===== src/rtl/adder_seq_pkg.sv =====
// Shared types for the adder sequencer: opcodes, FSM states and the
// datapath control word with its inactive value.
package adder_seq_pkg;

    typedef enum logic [2:0] {
        OP_NOP  = 3'b000,
        OP_LDA  = 3'b001,
        OP_LDB  = 3'b010,
        OP_ADD  = 3'b011,
        OP_SUB  = 3'b100,
        OP_OUT  = 3'b101,
        OP_ILL6 = 3'b110,
        OP_ILL7 = 3'b111
    } op_e;

    typedef enum logic [2:0] {
        ST_IDLE   = 3'd0,
        ST_DECODE = 3'd1,
        ST_EXEC1  = 3'd2,
        ST_EXEC2  = 3'd3,
        ST_DONE   = 3'd4
    } state_e;

    // Strobes towards the datapath; nla/nlb are active-low load enables.
    typedef struct packed {
        logic nla;
        logic nlb;
        logic ea;
        logic eu;
        logic sub;
        logic out_sel;
    } ctrl_t;

    localparam ctrl_t CTRL_INACTIVE = '{
        nla:     1'b1,
        nlb:     1'b1,
        ea:      1'b0,
        eu:      1'b0,
        sub:     1'b0,
        out_sel: 1'b0
    };

    function automatic logic is_legal(input op_e op);
        return (op != OP_ILL6) && (op != OP_ILL7);
    endfunction

    // ADD and SUB are the only ops that need the second execute cycle.
    function automatic logic is_arith(input op_e op);
        return (op == OP_ADD) || (op == OP_SUB);
    endfunction

endpackage


===== src/rtl/adder_seq_decode.sv =====
// Purely combinational map from (FSM state, latched opcode) to the
// datapath control word. Any state/opcode pair without a specific
// action yields the inactive word.
module adder_seq_decode
    import adder_seq_pkg::*;
(
    input  state_e i_state,
    input  op_e    i_op,
    output ctrl_t  o_ctrl
);

    // Build the control word for the current state and opcode.
    always_comb begin
        // NOTE: default first so every path assigns o_ctrl; no latch can be inferred.
        o_ctrl = CTRL_INACTIVE;
        case (i_state)
            ST_EXEC1: begin
                case (i_op)
                    OP_LDA: o_ctrl.nla = 1'b0;
                    OP_LDB: o_ctrl.nlb = 1'b0;
                    OP_ADD: o_ctrl.eu  = 1'b1;
                    OP_SUB: begin
                        o_ctrl.eu  = 1'b1;
                        o_ctrl.sub = 1'b1;
                    end
                    OP_OUT: begin
                        o_ctrl.ea      = 1'b1;
                        o_ctrl.out_sel = 1'b1;
                    end
                    default: ;
                endcase
            end
            ST_EXEC2: begin
                // Write the ALU result back into A while holding the ALU mode.
                if (is_arith(i_op)) begin
                    o_ctrl.eu  = 1'b1;
                    o_ctrl.sub = (i_op == OP_SUB);
                    o_ctrl.nla = 1'b0;
                end
            end
            default: ;
        endcase
    end

endmodule


===== src/rtl/adder_sequencer.sv =====
// Opcode sequencer for a small A/B accumulator datapath. Accepts one
// opcode at a time in IDLE, walks DECODE -> EXEC1 [-> EXEC2] -> DONE,
// captures ALU flags for ADD/SUB and counts completed operations.
module adder_sequencer
    import adder_seq_pkg::*;
#(
    parameter int CNT_W = 8
) (
    input  logic             clk,
    input  logic             rst,
    input  logic             op_valid,
    input  logic [2:0]       op_code,
    output logic             op_ready,
    input  logic             cf_in,
    input  logic             zf_in,
    output logic             nla,
    output logic             nlb,
    output logic             ea,
    output logic             eu,
    output logic             sub,
    output logic             out_sel,
    output logic             done,
    output logic             err,
    output logic             cf_q,
    output logic             zf_q,
    output logic [CNT_W-1:0] op_count
);

    state_e             r_state;
    state_e             w_next_state;
    op_e                r_op;
    logic               r_cf;
    logic               r_zf;
    logic [CNT_W-1:0]   r_count;
    logic               w_accept;
    ctrl_t              w_ctrl;

    assign w_accept = (r_state == ST_IDLE) && op_valid;

    // State register.
    always_ff @(posedge clk) begin
        // NOTE: every register here resets synchronously inside the clocked block; there is no storage array that would need to skip reset.
        if (rst) begin
            r_state <= ST_IDLE;
        end else begin
            // NOTE: non-blocking assignment so all registers update together from pre-edge values.
            r_state <= w_next_state;
        end
    end

    // Next-state logic.
    always_comb begin
        w_next_state = r_state;
        case (r_state)
            ST_IDLE:   if (op_valid) w_next_state = ST_DECODE;
            ST_DECODE: w_next_state = is_legal(r_op) ? ST_EXEC1 : ST_DONE;
            ST_EXEC1:  w_next_state = is_arith(r_op) ? ST_EXEC2 : ST_DONE;
            ST_EXEC2:  w_next_state = ST_DONE;
            ST_DONE:   w_next_state = ST_IDLE;
            default:   w_next_state = ST_IDLE;
        endcase
    end

    // Handshake and completion outputs.
    always_comb begin
        op_ready = (r_state == ST_IDLE);
        done     = (r_state == ST_DONE);
        err      = (r_state == ST_DONE) && !is_legal(r_op);
    end

    // Hold the accepted opcode for the rest of the operation.
    always_ff @(posedge clk) begin
        if (rst) begin
            r_op <= OP_NOP;
        end else if (w_accept) begin
            r_op <= op_e'(op_code);
        end
    end

    // Flags are captured only at the end of EXEC2, which only ADD/SUB reach.
    always_ff @(posedge clk) begin
        if (rst) begin
            r_cf <= 1'b0;
            r_zf <= 1'b0;
        end else if (r_state == ST_EXEC2) begin
            r_cf <= cf_in;
            r_zf <= zf_in;
        end
    end

    // Completed-operation counter, wraps naturally at 2^CNT_W.
    always_ff @(posedge clk) begin
        if (rst) begin
            r_count <= '0;
        end else if (r_state == ST_DONE) begin
            r_count <= r_count + CNT_W'(1);
        end
    end

    adder_seq_decode u_decode (
        .i_state (r_state),
        .i_op    (r_op),
        .o_ctrl  (w_ctrl)
    );

    assign nla      = w_ctrl.nla;
    assign nlb      = w_ctrl.nlb;
    assign ea       = w_ctrl.ea;
    assign eu       = w_ctrl.eu;
    assign sub      = w_ctrl.sub;
    assign out_sel  = w_ctrl.out_sel;
    assign cf_q     = r_cf;
    assign zf_q     = r_zf;
    assign op_count = r_count;

endmodule


===== config.mk =====
export PLATFORM = sky130hd
export DESIGN_NAME = adder_sequencer
export DESIGN_NICKNAME = d
export VERILOG_FILES = /design/src/rtl/adder_seq_pkg.sv /design/src/rtl/adder_seq_decode.sv /design/src/rtl/adder_sequencer.sv
export SDC_FILE = /design/constraint.sdc
export NUM_CORES = 1
export LEC_CHECK = 0
export ABC_CLOCK_PERIOD_IN_PS = 2150
export CAP_MARGIN = 20
export CORE_ASPECT_RATIO = 0.75
export CORE_MARGIN = 2
export CORE_UTILIZATION = 45
export DETAILED_ROUTE_END_ITERATION = 10
export PLACE_DENSITY = 0.83
export SYNTH_ARGS = -nofsm -noshare
export SYNTH_HDL_FRONTEND = slang
export SYNTH_HIERARCHICAL = 1
export SYNTH_SLANG_ARGS = --single-unit

===== constraint.sdc =====
create_clock -name clk -period 2.15 [get_ports clk]
set_input_delay 0.215 -clock clk [delete_from_list [all_inputs] [get_ports clk]]
set_output_delay 0.215 -clock clk [all_outputs]
set_load 0.01 [all_outputs]

-- After elaboration in Yosys (flattened, before gate mapping)
Index checks and enable logic that the tools add are counted.
- equal/unequal tests: 12
- add/subtract/negate cells: 1
- multiplexer cells: 15
- reduce and logical (&&, ||, !) cells: 7
- operators by type and width (operator ; number):
    $eq A3 B2 Y1 const B ; 4
    $pmux W3 S4 ; 1
    $eq A3 B3 Y1 const B ; 3
    $mux W3 ; 3
    $add A8 B1 Y8 const B ; 1
    $mux W1 ; 7
    $eq A3 B1 Y1 const B ; 2
    $ne A3 B3 Y1 const B ; 2
    $mux W2 ; 2
    $pmux W2 S2 ; 1
    $logic_and A1 B1 Y1 ; 3
    $logic_not A3 Y1 ; 1
    $ne A2 B2 Y1 const B ; 1
    $pmux W1 S2 ; 1
    $reduce_or A2 Y1 ; 1
    $logic_not A1 Y1 ; 1
    $logic_or A1 B1 Y1 ; 1
- logic and storage cells: 40
- flip-flop bits (word level): 16
- output and inout bits: 19
- input bits: 8

-- Longest topological paths before layout
Gate-level depths: netlist of the first run.
- depth after elaboration: 4
- gate-level depth with buffers: 5
- depth with buffers taken out: 4

-- By module
Netlist of the first run, hierarchy kept.
- by module, submodules not included (module ; cells an instance ; instances ; area each (µm²)):
    adder_sequencer ; 84 ; 1 ; 757.0
    adder_seq_decode ; 14 ; 1 ; 98.8

-- Worst setup path after synthesis of the first run
Ideal clock, no wire load.
- kind: reg2reg
- start: register r_state[0]
- end: register r_op[0]
- arrival: 1447 ps
- slack: 575 ps
- required time: 2022 ps
- library setup time: 128 ps
- stages on the path, launching flop included: 5
- buffers on the path: 1
- cells stage by stage: dfxtp_1 > clkbuf_1 > nor4b_1 > mux2i_1 > nor2_1
- cells in the longest elaborated chain, start to end: 2
- RTL lines (item ; line ; text):
    start: declaration ; adder_sequencer.sv:29 ; state_e r_state;
    start signal: assignment ; adder_sequencer.sv:47 ; r_state <= w_next_state;
    $logic_not A3 Y1 ; adder_sequencer.sv:38 ; assign w_accept = (r_state == ST_IDLE) && op_valid;
    $logic_and A1 B1 Y1 ; adder_sequencer.sv:38 ;
    end signal: assignment ; adder_sequencer.sv:76 ; r_op <= op_e'(op_code);
    end: declaration ; adder_sequencer.sv:31 ; op_e r_op;
No other way between the ends.
A chain may end at the register's enable or synchronous reset.

-- Worst setup path after layout of the first run
- start: register r_op[0]
- end: output port nla
- cells in the longest elaborated chain, start to end: 4
- RTL lines (item ; line ; text):
    $eq A3 B2 Y1 or $eq A3 B3 Y1 (tied branches) ; adder_seq_pkg.sv:49 ; return (op == OP_ADD) || (op == OP_SUB);
    $logic_or A1 B1 Y1 ; adder_seq_pkg.sv:49 ;
    $mux W1 ; adder_seq_decode.sv:35 ; if (is_arith(i_op)) begin
    $pmux W1 S2 (*) ; adder_seq_decode.sv:16 ; case (i_state)
    end: declaration ; adder_sequencer.sv:16 ; output logic nla,
Every way passes the cells marked *; elsewhere a longest branch is shown, timed or not.

==> flow_metrics.tcl, run 1 <==
set metrics [dict create \
    status "completed" \
    io_pins 27 \
    cp.depth 3 \
    sw_frac_of_total_pct 25.5 \
    clk_pin_slew_ns 0.10 \
    vias 870 \
    track_usage_pct 21.5 \
    synth.area.top_cells "dfxtp_1 37%, mux2i_1 5.8%, a21oi_1 5.3%" \
    die-area_um2 2270 \
    hold_violations 0 \
    p_leak_nw 0.474 \
    gp_congestion 0.815 \
    ir_worst_vdd_v 0.000419 \
    synthFlopType "dfxtp_1" \
    drtIter0Drc 16 \
    clk_latency_ns 0.29 \
    path_cells "or3b_4 > o32a_1 > clkdlybuf4s50_1" \
    fp.dieH_um 41.8 \
    seqPwrFrac_pct 50.1 \
    synthTopCellsByCount "16 x dfxtp_1, 12 x nor2_1, 9 x a21oi_1, 5 x mux2i_1" \
    required_ns 1.93 \
    coreArea_um2 1760 \
    rsz0062_at_grt "false" \
    globalRouteOverflowTotal 0 \
    synth_compound_area_share_pct 11.0 \
    final.period_utilization_pct 95.4 \
    powerDensity_nw_per_um2 514 \
    ant_nets 0 \
    finalSetupViolCount 0 \
    cts_buffer_depth 2 \
    drv_cap 0 \
    initial_core_util_pct 48.7 \
    port_buffers 26 \
    yosys.area.top_type "dfxtp_1" \
    via_per_inst 5.72 \
    routed_wl_mm 2.05 \
    wl_per_cell_um 13.5 \
    cts_max_level 1 \
    cts_tree "yes" \
    die_width_um 54.4 \
    synthMuxAreaShare_pct 8.48 \
    ys_seq_elements 16 \
    synth_area_um2 856 \
    crit_path_end_kind "output port" \
    worstHoldPathCells 2 \
    timing.fmax_ghz 0.488 \
    grt_max_degree 16 \
    synthesis.nets 107 \
    reg2regPathDepth 4 \
    area_growth_pct 43.0 \
    drc 0 \
    p_clk_share_pct 31.7 \
    intPower_w 0.000469 \
    min_path_type "reg2reg" \
    p_switching_w 0.000160 \
    post_dp_cell_area_um2 1170 \
    finalMaxSlewViolations 0 \
    root_buffer "clkbuf_4" \
    rows 13 \
    slowest_delay_ns 0.48 \
    layout-drive-gt1-share_pct 16.2 \
    cp_top_family "buffers and inverters" \
    hold_ws_ns 0.484 \
    cp_max_fo 11 \
    netlist_instances 98 \
    crit_slowest_cell "clkdlybuf4s50_1" \
    worstSetupPathType "reg2out" \
    critical_path_buf_inv_count 1 \
    grt_first_pass_wirelength_mm 3.59 \
    stdcell_area_um2 1220 \
    yosys.area_share.adder_pct 1.46 \
    synth.distinct_cells 34 \
    cts_setup_buffers 0 \
    seq_area_frac_synth_pct 37.4 \
    yosysMostFrequentCell "dfxtp_1" \
    slew_headroom_pct 63.9 \
    fin_tns_setup_ns 0 \
    nNetsFinal 140 \
    synth_top_area_share_pct 37.4 \
    yosys_warnings 6 \
    cts.sinks 16 \
    synthSimpleGateAreaFrac_pct 35.1 \
    synthArstFlopShare_pct 0 \
    fin_crit_ns 2.05 \
    synth_top_family_by_area "simple AND/OR/NAND/NOR gates" \
    combPwrFrac_pct 18.1 \
    synth-edff-count 0 \
    diodes 0 \
    grt_pass1_vias 812 \
    synth-xor-area-share_pct 3.07 \
    cts_buffers 3 \
    hpwl_mm 1.51 \
    tightest_slew_ns 0.534 \
    dr.pass1.iters 4 \
    critPathArrivalTime_ns 1.84 \
    worstSetupStartpointType "flip-flop" \
    fillCellCount 140 \
    fin_skew_ns 0.00560 \
    antenna_found_initial 0 \
    syn_avg_cell_area_um2 8.73 \
]
-- worst min-delay path, cell delays in order, from the launching register on --
cell     delay (ns)
dfxtp_1        0.33
o31ai_1        0.06
a21oi_1        0.05
-- registers in the layout, indices dropped and copies added (netlist names) --
name / count
r_op: 3
cf_q: 1
op_count: 8
r_state: 3
zf_q: 1
-- final timing paths --
check / from / end / slack, ns
worst min-delay path: op_count[7]$_SDFFE_PP0P_ / op_count[7]$_SDFFE_PP0P_ / 0.48
worst max-delay path: r_op[0]$_SDFFE_PP0P_ / nla / 0.1
worst min register to register: op_count[7]$_SDFFE_PP0P_ / op_count[7]$_SDFFE_PP0P_ / 0.48
worst max register to register: op_count[0]$_SDFFE_PP0P_ / op_count[4]$_SDFFE_PP0P_ / 0.43
-- placed cells by master, fill, tap and decap left out, drive strengths merged, types with 3 or more instances in the layout --
cell,synthesis,routed
a21oi,9,9
and3,3,3
buf,1,7
clkbuf,4,4
clkdlybuf4s50,0,24
dfxtp,16,16
mux2i,5,5
nand2,4,4
nand2b,3,3
nand3b,3,3
nor2,12,12
or3,3,3
or3b,4,4
or4,3,3
-- per-stage QoR --
step | setup slack [ns] | power, W | utilization, % | instances
final | 0.0998 | 0.000629 | 69.7 | 152
after global routing | 0.00417 | 0.000665 | 69.7 | 152
after CTS | 0.0213 | 0.000637 | 69.0 | 152
after detailed placement | 0.281 | 0.000437 | 66.8 | 148
after global placement | 0.335 | 0.000433 | 66.8 | 148
after floorplan | 0.575 | 0.000384 | - | 98
-- power groups by stage --
stage	clock network [W]	registers, W	logic (W)
after CTS	0.000206	0.000317	0.000114
final	0.000200	0.000316	0.000114
after detailed placement	0	0.000323	0.000114
after global routing	0.000222	0.000317	0.000126
after global placement	0	0.000322	0.000111
after floorplan	0	0.000326	0.0000586
-- routing by layer --
metal / routed length (um) / vias up / share of wire (%) / track usage, %
met5: 0 / - / 0 / 0
met4: 26 / 0 / 1.3 / 6.00
met3: 130 / 5 / 6.3 / 7.55
met2: 930 / 27 / 45 / 32.0
met1: 960 / 414 / 47 / 28.9
li1: - / 424 / - / -
-- cell families (layout without fill, tap and decap cells) --
logic type / after synthesis / in the layout
compound gates: 15 / 15
xor+xnor: 3 / 3
fa+ha+maj: 1 / 1
buf+inv: 7 / 39
flops: 16 / 16
mux: 7 / 7
simple gates: 49 / 49
-- area by class of cell --
class                      count  area [um^2]  area share [%]
multi-input combinational     75          505            41.3
sequential                    16          329            26.9
timing repair buffer          33          318            26.0
clock buffer                   4         36.3            2.97
tap                           22         27.5            2.25
inverter                       2         7.51           0.613
-- repair_timing --
item                       CTS  global route
resized for setup            2             6
hold buffers                 0             0
setup endpoints to repair    2             5
Power figures use the tool's default switching activity.
==> inputs of run 2 (changes only) <==
--- a/config.mk
+++ b/config.mk
@@ -11,7 +11,7 @@
 export CORE_MARGIN = 2
 export CORE_UTILIZATION = 45
 export DETAILED_ROUTE_END_ITERATION = 10
-export PLACE_DENSITY = 0.83
+export PLACE_DENSITY = 0.78
 export SYNTH_ARGS = -nofsm -noshare
 export SYNTH_HDL_FRONTEND = slang
 export SYNTH_HIERARCHICAL = 1
==> flow_metrics.tcl, run 2 (synthesis gave the netlist of run 1 again) <==
set metrics [dict create \
    status "completed" \
    nNetsFinal 140 \
    final_cell_mix "26 x clkdlybuf4s50_1, 12 x nor2_1, 11 x dfxtp_1" \
    routed_wl_mm 1.91 \
    globalRouteOverflowTotal 0 \
    die_width_um 54.4 \
    cts.sinks 16 \
    rsz0062_at_grt "false" \
    worstSetupStartpointType "flip-flop" \
    cts_buffer_depth 2 \
    intPower_w 0.000471 \
    seqPwrFrac_pct 50.8 \
    cts_buffers 3 \
    required_ns 1.93 \
    io_pins 27 \
    powerDensity_nw_per_um2 521 \
    combPwrFrac_pct 17.2 \
    finalSetupViolCount 0 \
    initial_core_util_pct 48.7 \
    worstSetupPathType "reg2out" \
    area_growth_pct 42.1 \
    via_per_inst 5.43 \
    critPathArrivalTime_ns 1.86 \
    path_cells "or3b_1 > inv_2 > and3_1 > clkdlybuf4s50_1" \
    hold_ws_ns 0.500 \
    diodes 0 \
    hpwl_mm 1.47 \
    cts_hold_buf 0 \
    final_common_cell "clkdlybuf4s50_1" \
    largest_reg_flops 8 \
    dr.pass1.iters 4 \
    fin_tns_setup_ns 0 \
    fin_skew_ns 0.00760 \
    drtIter0Drc 15 \
    clk_pin_slew_ns 0.10 \
    drv_cap 0 \
    final.period_utilization_pct 96.6 \
    p_switching_w 0.000162 \
    grt_first_pass_wirelength_mm 3.17 \
    grt_max_degree 16 \
    finalMaxSlewViolations 0 \
    slew_headroom_pct 62.6 \
    gp_congestion 0.831 \
    ant_nets 0 \
    rows 13 \
    die-area_um2 2270 \
    port_buffers 26 \
    cts_max_level 1 \
    fin_crit_ns 2.08 \
    hold_violations 0 \
    min_path_type "reg2reg" \
    crit_slowest_cell "clkdlybuf4s50_1" \
    drc 0 \
    p_clk_share_pct 32.0 \
    fillCellCount 141 \
    coreArea_um2 1760 \
    sw_frac_of_total_pct 25.6 \
    crit_path_end_kind "output port" \
    cp_max_fo 9 \
    cts_tree "yes" \
    antenna_found_initial 0 \
    vias 825 \
    ir_worst_vdd_v 0.000426 \
    tightest_slew_ns 0.554 \
    slowest_delay_ns 0.53 \
    p_leak_nw 0.456 \
    track_usage_pct 19.0 \
    root_buffer "clkbuf_4" \
    clk_latency_ns 0.30 \
    wl_per_cell_um 12.5 \
    fp.dieH_um 41.8 \
    layout-drive-gt1-share_pct 17.7 \
    timing.fmax_ghz 0.482 \
    grt_pass1_vias 701 \
    reg2reg_setup_slack_ns 0.41 \
]
-- run 2: worst max-delay path, delay by kind of cell, from the launching register on --
kind	cells	cell delay (ns)
buffers and inverters	2	0.63
AND/OR/NAND/NOR	2	0.55
flip-flops	1	0.39
-- run 2: stage by stage --
stage	setup slack [ns]	utilization, %	instances	area, um^2	total power (W)
5_1_grt	0.00354	69.2	152	1220	0.000661
6_report	0.0741	69.2	152	1220	0.000634
4_1_cts	0.0246	69.1	152	1210	0.000633
3_5_place_dp	0.304	66.8	148	1170	0.000435
2_1_floorplan	0.575	-	98	856	0.000384
3_3_place_gp	0.322	66.8	148	1170	0.000433
-- run 2: path summary, 6_finish.rpt --
kind / end / cells past startpoint / startpoint
setup / recovery: err / 4 / r_state[2]$_SDFFE_PP0P_
hold / removal: op_count[7]$_SDFFE_PP0P_ / 2 / op_count[7]$_SDFFE_PP0P_
setup reg to reg: op_count[4]$_SDFFE_PP0P_ / 4 / r_state[0]$_SDFFE_PP0P_
hold reg to reg: op_count[7]$_SDFFE_PP0P_ / 2 / op_count[7]$_SDFFE_PP0P_
-- run 2: cell type report --
cell class                      instances  area (um^2)  share of cell area [%]
Multi-Input combinational cell         75          505                    41.6
Sequential cell                        16          327                    26.9
Timing Repair Buffer                   33          313                    25.7
Clock buffer                            4         36.3                    2.98
Tap cell                               22         27.5                    2.26
Inverter                                2         7.51                   0.617
-- run 2: routing by layer --
layer	up-vias	part of all wire (%)	track usage, %
met3	4	5.7	6.83
li1	425	-	-
met5	-	0	0
met4	0	1.3	6.00
met2	21	43	27.0
met1	375	50	26.5
-- run 2: timing repair --
action / in CTS / in global routing
endpoints found under the setup margin: 3 / 2
gates resized for setup: 3 / 3
setup buffers: 0 / 0
-- run 2: power groups by stage --
stage	clock network, W	registers [W]	logic [W]
floorplan	0	0.000326	0.0000586
global placement	0	0.000327	0.000107
detailed placement	0	0.000327	0.000108
CTS	0.000203	0.000321	0.000109
global route	0.000216	0.000324	0.000121
finish	0.000203	0.000322	0.000109
==> inputs of run 3 (changes only) <==
--- a/config.mk
+++ b/config.mk
@@ -12,6 +12,7 @@
 export CORE_UTILIZATION = 45
 export DETAILED_ROUTE_END_ITERATION = 10
 export PLACE_DENSITY = 0.78
+export RECOVER_POWER = 100
 export SYNTH_ARGS = -nofsm -noshare
 export SYNTH_HDL_FRONTEND = slang
 export SYNTH_HIERARCHICAL = 1
==> flow_metrics.tcl, run 3 (synthesis gave the netlist of run 1 again) <==
set metrics [dict create \
    final_common_cell "dlygate4sd3_1" \
    drtIter0Drc 10 \
    fin_ws_ns 0.0796 \
    timing.fmax_ghz 0.483 \
    slowest_delay_ns 0.53 \
    hold_violations 0 \
    tightest_slew_ns 0.578 \
    io_pins 27 \
    post-place-ws_ns 0.304 \
    gp_congestion 0.831 \
    rsz0062_at_grt "false" \
    die-area_um2 2270 \
    clk_pin_slew_ns 0.10 \
    reg2regPathDepth 4 \
    finalSetupViolCount 0 \
    nNetsFinal 140 \
    ir_worst_vdd_v 0.000424 \
    track_usage_pct 19.0 \
    grt_pass1_vias 701 \
    die_width_um 54.4 \
    path_cells "or3b_1 > inv_2 > and3_1 > clkdlybuf4s50_1" \
    post_dp_cell_area_um2 1170 \
    cts_hold_buf 0 \
    slew_headroom_pct 60.9 \
    dr.pass1.iters 4 \
    antenna_found_initial 0 \
    worstSetupStartpointType "flip-flop" \
    largest_reg_flops 8 \
    hpwl_mm 1.47 \
    stdcell_area_um2 1200 \
    fin_crit_ns 2.07 \
    cts_setup_buffers 0 \
    required_ns 1.93 \
    initial_core_util_pct 48.7 \
    worstSetupPathType "reg2out" \
    powerDensity_nw_per_um2 521 \
    grt_first_pass_wirelength_mm 3.17 \
    wl_per_cell_um 12.5 \
    fin_skew_ns 0.00814 \
    cts_buffers 3 \
    crit_path_end_kind "output port" \
    area_growth_pct 40.8 \
    fin_tns_setup_ns 0 \
    finalMaxSlewViolations 0 \
    layout-drive-gt1-share_pct 15.4 \
    port_buffers 26 \
    coreArea_um2 1760 \
    grt_max_degree 16 \
    cts_max_level 1 \
    status "completed" \
    min_path_type "reg2reg" \
    cp_max_fo 9 \
    crit_slowest_cell "clkdlybuf4s50_1" \
    rows 13 \
    final_cell_mix "14 x dlygate4sd3_1, 12 x nor2_1, 12 x clkdlybuf4s50_1" \
    ant_nets 0 \
    cts_tree "yes" \
    via_per_inst 5.39 \
    drv_cap 0 \
    p_total_w 0.000628 \
    worstHoldPathCells 2 \
    cts.sinks 16 \
    critPathArrivalTime_ns 1.86 \
    post_cts_resized 3 \
    root_buffer "clkbuf_4" \
    routed_wl_mm 1.90 \
    cts_buffer_depth 2 \
    diodes 0 \
    final.period_utilization_pct 96.3 \
    p_leak_nw 0.490 \
    fp.dieH_um 41.8 \
    vias 820 \
    globalRouteOverflowTotal 0 \
    clk_latency_ns 0.30 \
    drc 0 \
]
==> run 3: changes by cell type in the layout (fill, tap and decap cells not counted) <==
cell | before | now
clkbuf_1 | 0 | 3
dlygate4sd3_1 | 0 | 14
buf_4 | 7 | 4
clkdlybuf4s50_1 | 26 | 12
==> run 3: power by group <==
group / switching [W] / internal (W) / total (W)
clock network: 0.0000993 / 0.000103 / 0.000203
logic: 0.0000469 / 0.0000563 / 0.000103
registers: 0.0000152 / 0.000307 / 0.000322
total: 0.000161 / 0.000466 / 0.000628
==> run 3: critical path: cells and delay by family (launching register included) <==
| kind | cells | cell delay (ns) |
|---|---|---|
| buffers and inverters | 2 | 0.63 |
| and+or+nand+nor | 2 | 0.55 |
| DFF | 1 | 0.39 |
==> run 3: cell type report <==
class,count,area (um^2)
Multi-Input combinational cell,75,505
Sequential cell,16,327
Fill cell,146,552
Inverter,2,7.51
Tap cell,22,27.5
Clock buffer,4,36.3
Timing Repair Buffer,33,302
==> run 3: metal layers <==
metal	GRT usage (%)	share of wire [%]	wire, um
met5	0	0	0
met4	6.00	1.3	25
met3	6.83	5.9	111
met2	27.0	43	814
met1	26.5	50	945
==> run 3: worst paths after layout <==
kind,from,to,slack (ns)
max,r_state[2]$_SDFFE_PP0P_,err,0.08
min,op_count[7]$_SDFFE_PP0P_,op_count[7]$_SDFFE_PP0P_,0.50
max reg2reg,r_state[0]$_SDFFE_PP0P_,op_count[4]$_SDFFE_PP0P_,0.31
min reg2reg,op_count[7]$_SDFFE_PP0P_,op_count[7]$_SDFFE_PP0P_,0.50
==> run 3: metrics by stage <==
stage | hold WS [ns] | util [%] | cells
after global placement | 0.457 | 66.8 | 148
after detailed placement | 0.483 | 66.8 | 148
after global routing | 0.516 | 68.6 | 152
after floorplan | 0.284 | - | 98
after CTS | 0.498 | 69.1 | 152
final | 0.497 | 68.6 | 152
